$ cat config.mk
export PLATFORM = sky130hd
export DESIGN_NAME = audio_cmd_queue
export DESIGN_NICKNAME = d
export VERILOG_FILES = /design/src/rtl/audio_cmd_queue.sv
export SDC_FILE = /design/constraint.sdc
export NUM_CORES = 1
export LEC_CHECK = 0
export ABC_CLOCK_PERIOD_IN_PS = 3800
export BUFFER_PORTS_ARGS = -buffer_cell sky130_fd_sc_hd__buf_2
export CAP_MARGIN = 30
export CORE_ASPECT_RATIO = 0.5
export CORE_MARGIN = 3
export CORE_UTILIZATION = 60
export CTS_BUF_LIST = sky130_fd_sc_hd__clkbuf_2 sky130_fd_sc_hd__clkbuf_4 sky130_fd_sc_hd__clkbuf_8
export CTS_CLUSTER_DIAMETER = 30
export CTS_CLUSTER_SIZE = 24
export DETAILED_ROUTE_END_ITERATION = 8
export PLACE_DENSITY = 0.8
export SLEW_MARGIN = 20
export SYNTH_ARGS = -nofsm -noshare
export SYNTH_HDL_FRONTEND = slang
export SYNTH_SLANG_ARGS = --single-unit
$ cat constraint.sdc
create_clock -name clk -period 3.8 [get_ports clk]
set_clock_uncertainty 0.2 [all_clocks]
set_input_delay 0.76 -clock clk [delete_from_list [all_inputs] [get_ports clk]]
set_output_delay 0.76 -clock clk [all_outputs]
set_load 0.02 [all_outputs]
$ cat src/rtl/audio_cmd_queue.sv
// audio_cmd_queue
// Command FIFO and pacer that sits in front of the AC97 controller's
// cs/rw/data write port. CPU writes are buffered in a small FIFO. They are
// replayed as single-cycle write strobes, with a forced idle gap after each
// strobe so that a new cs never aborts a command that is still running.
// A status read returns {overflow, full, empty, 8'd0, count[4:0]}.
//
// Optional feature: define AUDIO_CMDQ_COALESCE_EN to drop a pushed word when
// it equals the most recently accepted word that is still queued.
//
// Handshake: the CPU side has no backpressure. A write (cpu_cs && !cpu_rw)
// is taken in the cycle it is presented. It is accepted when count < depth;
// otherwise it is dropped and the overflow flag is set. The controller side
// is a fire-and-forget strobe: aud_cs is high for exactly one cycle, with
// aud_rw low and aud_data stable.
module audio_cmd_queue #(
  parameter int DEPTH_LOG2 = 3,
  parameter int GAP_CYCLES = 2500
) (
  input  logic        clk,
  input  logic        rst,
  input  logic        cpu_cs,
  input  logic        cpu_rw,
  input  logic [15:0] cpu_data,
  output logic [15:0] cpu_rdata,
  output logic        aud_cs,
  output logic        aud_rw,
  output logic [15:0] aud_data
);

  localparam int                  DEPTH     = 1 << DEPTH_LOG2;
  localparam logic [DEPTH_LOG2:0] DEPTH_CNT = (DEPTH_LOG2 + 1)'(DEPTH);
  localparam logic [15:0]         GAP_LOAD  = 16'(GAP_CYCLES - 1);

  typedef enum logic [1:0] {
    S_IDLE  = 2'd0,
    S_ISSUE = 2'd1,
    S_GAP   = 2'd2
  } state_t;

  state_t                state;
  logic [15:0]           gap_cnt;
  logic [15:0]           mem [DEPTH];
  logic [DEPTH_LOG2-1:0] wr_ptr;
  logic [DEPTH_LOG2-1:0] rd_ptr;
  logic [DEPTH_LOG2:0]   count;
  logic [DEPTH_LOG2:0]   count_next;
  logic                  overflow;

  logic push_req;
  logic read_req;
  logic full;
  logic empty;
  logic dup;
  logic push_ok;
  logic pop;

  assign push_req = cpu_cs && !cpu_rw;
  assign read_req = cpu_cs && cpu_rw;
  assign full     = (count == DEPTH_CNT);
  assign empty    = (count == '0);

`ifdef AUDIO_CMDQ_COALESCE_EN
  logic [15:0] last_word;
  logic        last_valid;

  // A push that repeats the still-queued last accepted word is silently merged.
  assign dup = last_valid && !empty && (cpu_data == last_word);

  // Tracks the last accepted word; it is forgotten once the FIFO drains.
  always_ff @(posedge clk or negedge rst) begin
    if (!rst) begin
      last_word  <= 16'd0;
      last_valid <= 1'b0;
    end else if (push_ok) begin
      last_word  <= cpu_data;
      last_valid <= 1'b1;
    end else if (count_next == '0) begin
      last_valid <= 1'b0;
    end
  end
`else
  assign dup = 1'b0;
`endif

  // Fullness is judged on the count at the start of the cycle, so a pop in
  // the same cycle never makes room for a push into a full FIFO.
  assign push_ok = push_req && !full && !dup;

  // The head leaves the FIFO when the pacer is free: from IDLE, or on the
  // last cycle of the gap.
  assign pop = !empty &&
               ((state == S_IDLE) || ((state == S_GAP) && (gap_cnt == 16'd0)));

  assign cpu_rdata = {overflow, full, empty, 8'd0, 5'(count)};

  // Next occupancy; a simultaneous push and pop cancel out.
  always_comb begin
    count_next = count;
    case ({push_ok, pop})
      2'b10:   count_next = count + 1'b1;
      2'b01:   count_next = count - 1'b1;
      default: count_next = count;
    endcase
  end

  // Storage array; its contents are meaningless until written.
  always_ff @(posedge clk) begin
    if (push_ok) begin
      mem[wr_ptr] <= cpu_data;
    end
  end

  // Pointers, occupancy and the sticky overflow flag.
  always_ff @(posedge clk or negedge rst) begin
    if (!rst) begin
      wr_ptr   <= '0;
      rd_ptr   <= '0;
      count    <= '0;
      overflow <= 1'b0;
    end else begin
      if (push_ok) wr_ptr <= wr_ptr + 1'b1;
      if (pop)     rd_ptr <= rd_ptr + 1'b1;
      count <= count_next;
      if (push_req && full && !dup) begin
        overflow <= 1'b1;
      end else if (read_req) begin
        overflow <= 1'b0;
      end
    end
  end

  // Pacer FSM. The strobe outputs are registered from the state, so aud_cs
  // is high during the cycle after ISSUE. The popped word is loaded into
  // aud_data one cycle ahead of the strobe and then held.
  always_ff @(posedge clk or negedge rst) begin
    if (!rst) begin
      state    <= S_IDLE;
      gap_cnt  <= 16'd0;
      aud_cs   <= 1'b0;
      aud_rw   <= 1'b1;
      aud_data <= 16'd0;
    end else begin
      aud_cs <= (state == S_ISSUE);
      aud_rw <= (state != S_ISSUE);
      if (pop) begin
        aud_data <= mem[rd_ptr];
      end
      case (state)
        S_IDLE: begin
          if (pop) state <= S_ISSUE;
        end
        S_ISSUE: begin
          gap_cnt <= GAP_LOAD;
          state   <= S_GAP;
        end
        S_GAP: begin
          if (gap_cnt == 16'd0) begin
            state <= pop ? S_ISSUE : S_IDLE;
          end else begin
            gap_cnt <= gap_cnt - 16'd1;
          end
        end
        default: state <= S_IDLE;
      endcase
    end
  end

endmodule

# ---- Yosys cells after proc, flatten, opt, wreduce, memory -nomap -nowiden
# Memories as Yosys holds them, arrays and structs flattened. A register that Yosys moved wholly into a read port is not among the register bits.
# Index checks and enable logic that the tools add are counted.
dict set report totals {
  ff_bits 31
  latchBits 0
  ram_bits 128
  romBits 0
  input_bits 20
  out_inout_bits 34
  elab_cells 53
  n_memories 1
}
# name depth width rd rd_clocked_by_memory_dff wr line_no
set mem_list {}
lappend mem_list {mem 8 16 1 1 1 43} ;# logic [15:0] mem [DEPTH];
dict set report classes {
  add_sub_neg 5
  multipliers 0
  div_mod_pow 0
  n_lt_le_gt_ge 0
  eq_ne 9
  n_shift 0
  mux 11
  bitwise_logic 0
  reduce_logical 19
}
# op count
set ops {}
lappend ops {{one-hot mux 16 bit (2 select lines)} 1}
lappend ops {{logical NOT 16 bit} 1}
lappend ops {{two-way mux 16 bit} 1}
lappend ops {{subtractor 16 x 1 -> 16 bit, second input constant} 1}
lappend ops {{one-hot mux 4 bit (2 select lines)} 1}
lappend ops {{adder 3 x 1 -> 3 bit, second input constant} 2}
lappend ops {{logical AND 1 bit} 6}
lappend ops {{one-hot mux 2 bit (3 select lines)} 1}
lappend ops {{nonzero test 2 bit} 3}
lappend ops {{two-way mux 1 bit} 5}
lappend ops {{adder 4 x 1 -> 4 bit, second input constant} 1}
lappend ops {{equality test 2 x 1 -> 1 bit, second input constant} 2}
lappend ops {{equality test 2 bit, second input constant} 2}
lappend ops {{equality test 4 bit, second input constant} 1}
lappend ops {{logical NOT 1 bit} 4}
lappend ops {{logical NOT 4 bit} 1}
lappend ops {{two-way mux 2 bit} 2}
lappend ops {{!= test 2 x 1 -> 1 bit, second input constant} 2}
lappend ops {{!= test 2 bit, second input constant} 2}
lappend ops {{AND reduction 2 bit} 2}
lappend ops {{subtractor 4 x 1 -> 4 bit, second input constant} 1}
lappend ops {{logical NOT 2 bit} 1}
lappend ops {{logical OR 1 bit} 1}

# ---- Logic depth before layout (Yosys ltp)
dict set report depth {
  word_depth 7
  ltp_mapped 15
  mapped_depth_nobuf 13
}

# ---- Worst setup path after synthesis
# No wires, ideal clock.
dict set report synth_path {
  path_kind {register to register}
  from {reg count[1]}
  to {mem mem[1][0], enable pin}
  setup_time_ns 0.409
  arrival_ns 2.643
  required_time_ns 3.191
  path_slack_ns 0.548
  path_stages_with_launch 6
  synth_period_minus_slack_ns 3.252
  path_cell_list {dfrtp_1 > clkbuf_1 > nor4b_1 > nor3b_1 > nand2_1 > nor3_1}
}
dict set report synth_between {
  elab_chain_len 5
}
# element line_no
set synth_lines {}
lappend synth_lines {{start: declaration} 46} ;# logic [DEPTH_LOG2:0] count;
lappend synth_lines {{start signal: assignment} 124} ;# count <= count_next;
lappend synth_lines {{equality test 4 bit} 60} ;# assign full = (count == DEPTH_CNT);
lappend synth_lines {{net full} 52} ;# logic full;
lappend synth_lines {{logical NOT 1 bit} 88} ;# assign push_ok = push_req && !full && !dup;
lappend synth_lines {{logical AND 1 bit} 88}
lappend synth_lines {{two-way mux 1 bit} 109} ;# if (push_ok) begin
lappend synth_lines {{two-way mux 1 bit (implied by the code)} 110} ;# mem[wr_ptr] <= cpu_data;
lappend synth_lines {{end: declaration} 43}
# The timed path passes the listed nets, and every way through them passes these cells.

# ---- Final worst setup path
dict set report layout_path {
  from {reg gap_cnt[0]}
  to {reg count[2]}
}
dict set report layout_between {
  elab_chain_len 6
}
# element line_no
set layout_lines {}
lappend layout_lines {{start: declaration} 42} ;# logic [15:0] gap_cnt;
lappend layout_lines {{start signal: assignment} 161} ;# gap_cnt <= gap_cnt - 16'd1;
lappend layout_lines {{logical NOT 16 bit *} 93} ;# ((state == S_IDLE) || ((state == S_GAP) && (gap_cnt == 16'd0)));
lappend layout_lines {{logical AND 1 bit *} 93}
lappend layout_lines {{logical OR 1 bit *} 93}
lappend layout_lines {{logical AND 1 bit *} 92} ;# assign pop = !empty &&
lappend layout_lines {{net pop} 56} ;# logic pop;
lappend layout_lines {{equality test 2 x 1 -> 1 bit / equality test 2 bit (equally long branches)} 100} ;# case ({push_ok, pop})
lappend layout_lines {{one-hot mux 4 bit (2 select lines) / nonzero test 2 bit (equally long branches)} n/a}
# Mark *: on every way through the listed nets, which the timed path passes. The rest lies on a longest branch.
# A chain may end at the register's enable or synchronous reset.

==> results.toml <==
[run_status]
status = "finished clean"

[layout]
layout_common_cells = "128 x edfxtp_1, 45 x dfrtp_1, 44 x buf_2"
diodes = 0
area_growth_pct = 10.8
final_common_cell = "edfxtp_1"
nFillCells = 692
drive_gt1_frac = 0.358
nNetsFinal = 489
final_core_util = 0.707

[timing]
fmax_ghz = 0.321
finalCriticalPeriod_ns = 3.12
finalSetupTns_ns = 0
worst_pin_slew_ns = 1.02
slew-limit-headroom = 0.318
period_share = 0.821
hold_viol_final = 0
setup_viol_count_final = 0
worst_slack_ns = 0.681
rsz0062_at_grt = "no"
slew_viol_final = 0

[min_path]
hold_path_class = "in2reg"
worst_hold_path.endpoint = "overflow$_DFFE_PN0P_"
hold_depth = 2
hp-start = "cpu_rw"

[logic_synthesis]
syn_area_per_cell_um2 = 18.0
synth_xor_area_frac = 0.0108
synth_warnings = 0
synth_ff_type = "edfxtp_1"
synthMuxAreaShare = 0.168
synth_edf_count = 128
synthSimpleGateAreaFrac = 0.0570
synth.distinct_cells = 49
synth_compound_area_frac = 0.0324
async_reset_ff_frac = 0.269
seq_area_frac_synth = 0.691
syn_inst = 404
synthesis.area_um2 = 7270
ys_ff_latch = 175
synth_top_family_by_area = "multiplexers"
synthAdderAreaFrac = 0.0121

[setup_path]
cp_max_fo = 6
reg2reg_to = "count[2]$_DFFE_PN0P_"
path_buf_inv = 2
cp_data_required_time_ns = 3.93
r2r_cells = 13
cp-start-kind = "flip-flop"
cp.depth = 13
crit_chain = "inv_1 -> ha_1 -> or4b_1 -> o41ai_4 -> nand2_2 -> inv_1 -> ha_1 -> xor2_1 -> ha_1 -> a21oi_1 -> xor2_1 -> nor2_1 -> xor2_1"
critPathKind = "reg2reg"
critPathTopFamily = "simple AND/OR/NAND/NOR gates"
worstPathArrival_ns = 3.25
end_kind = "flip-flop"
cp_slowest_cell = "or4b_1"
critPathMaxStageDelay_ns = 0.61
reg2reg_from = "gap_cnt[0]$_DFFE_PN0P_"
r2r_setup_slack_ns = 0.68

[clock_tree]
cts_sinks = 175
cts_root_buffer = "clkbuf_8"
clk_pin_slew_ns = 0.10
cts_tree = "done"
cts_resized = 0
cts_setup_buffers = 0
h-tree-depth = 4
cts-buffers-inserted = 17
clkLatencyLatePin_ns = 0.44
cts_hold_buf = 1
cts_max_path_buffers = 2

[floorplan]
die-area_um2 = 13500
start_util = 0.638
die_y_um = 83.8
row_count = 27
core_area_um2 = 11400
fp.dieW_um = 162
pin_count = 54

[drt]
routed_wirelength_mm = 12.9
vias_per_cell = 5.88
drc = 0
vias = 3728
drt_iter0_drc = 365
dr.pass1.iters = 4
route.antenna.remaining_nets = 0
wl_per_cell_um = 20.3

[placement]
post-place-ws_ns = 0.726
port_buffers = 44
place_congestion = 0.852
dp_hpwl_mm = 7.66

[run]
cap_viol_max_count = 0

[pwr]
irDropWorstVdd_uv = 346
leakage_uw = 0.00293
powerDensity_nw_per_um2 = 737
total_power_uw = 5930

[global_routing]
antenna_found_initial = 0
grt.overflow.total = 0
grt_pass1_wl_mm = 20.7
grt_max_degree = 35
grt_use_total = 0.204
grt_pass1_vias = 3721
==> stage by stage <==
stage	cells	area (um^2)	hold slack, ns
CTS	634	8050	0.264
detailed placement	601	7670	0.288
floorplan	412	7300	0.264
global route	634	8050	0.263
global placement	601	7670	0.289
finish	634	8050	0.289
==> area by class of cell <==
type	instances	area, um^2	area share
repair buffers	60	343	0.0426
well taps	159	199	0.0247
clock inverters	13	125	0.0155
flip-flops and latches	175	5020	0.624
inverters	9	33.8	0.00420
clock buffers	19	249	0.0309
multi-input cells	199	2080	0.258
==> sequential cells by signal, indices dropped and copies added, names as in the netlist, 2 cells and up <==
register and cells:
state 2, mem 128, gap_cnt 16, aud_data 16, rd_ptr 3, wr_ptr 3, count 4
==> cell usage after synthesis (all sizes together), types with 3 or more instances <==
library cell	count	share of area
a211oi	3	0.0031
a21oi	7	0.0048
buf	18	0.018
clkbuf	11	0.0057
dfrtp	46	0.16
edfxtp	128	0.53
ha	7	0.012
inv	9	0.0046
mux2	35	0.063
mux2i	4	0.0055
mux4	32	0.099
nand2	17	0.0091
nand2b	7	0.0060
nand3	7	0.0048
nand4b	3	0.0036
nor2	13	0.0067
nor3	4	0.0028
nor4	6	0.0052
o21ai	3	0.0021
o31ai	3	0.0031
or3	5	0.0043
or4	5	0.0064
xnor2	5	0.0060
xor2	4	0.0048
==> power by group <==
part,switching [uW],total (uW),internal [uW]
clock,703,1200,494
sequential,274,2650,2370
combinational,1020,2090,1070
total,2000,5930,3930
==> cell families (layout without fill, tap and decap cells) <==
group                      count (synthesis)  in the layout
buffers and inverters                     38            101
muxes                                     71             71
AOI/OAI and AO/OA                         28             28
other                                      1              9
adders and majority gates                  7              7
DFF                                      175            175
and+or+nand+nor                           75             75
xor gates and xnor gates                   9              9
==> worst max path at each step <==
stage                                 from              endpoint  slack, ns
global placement    gap_cnt[0]$_DFFE_PN0P_  count[2]$_DFFE_PN0P_       0.80
detailed placement  gap_cnt[0]$_DFFE_PN0P_  count[2]$_DFFE_PN0P_       0.73
global route        gap_cnt[0]$_DFFE_PN0P_  count[2]$_DFFE_PN0P_       0.53
CTS                 gap_cnt[0]$_DFFE_PN0P_  count[2]$_DFFE_PN0P_       0.71
floorplan             count[1]$_DFFE_PN0P_   mem[1][0]$_DFFE_PP_       0.55
finish              gap_cnt[0]$_DFFE_PN0P_  count[2]$_DFFE_PN0P_       0.68
==> routing by layer <==
metal | share of wire | global-route usage
met2 | 0.48 | 0.321
met1 | 0.44 | 0.288
met4 | 0.014 | 0.0650
met5 | 0 | 0
met3 | 0.064 | 0.0505
(Power assumes the default switching activity.)
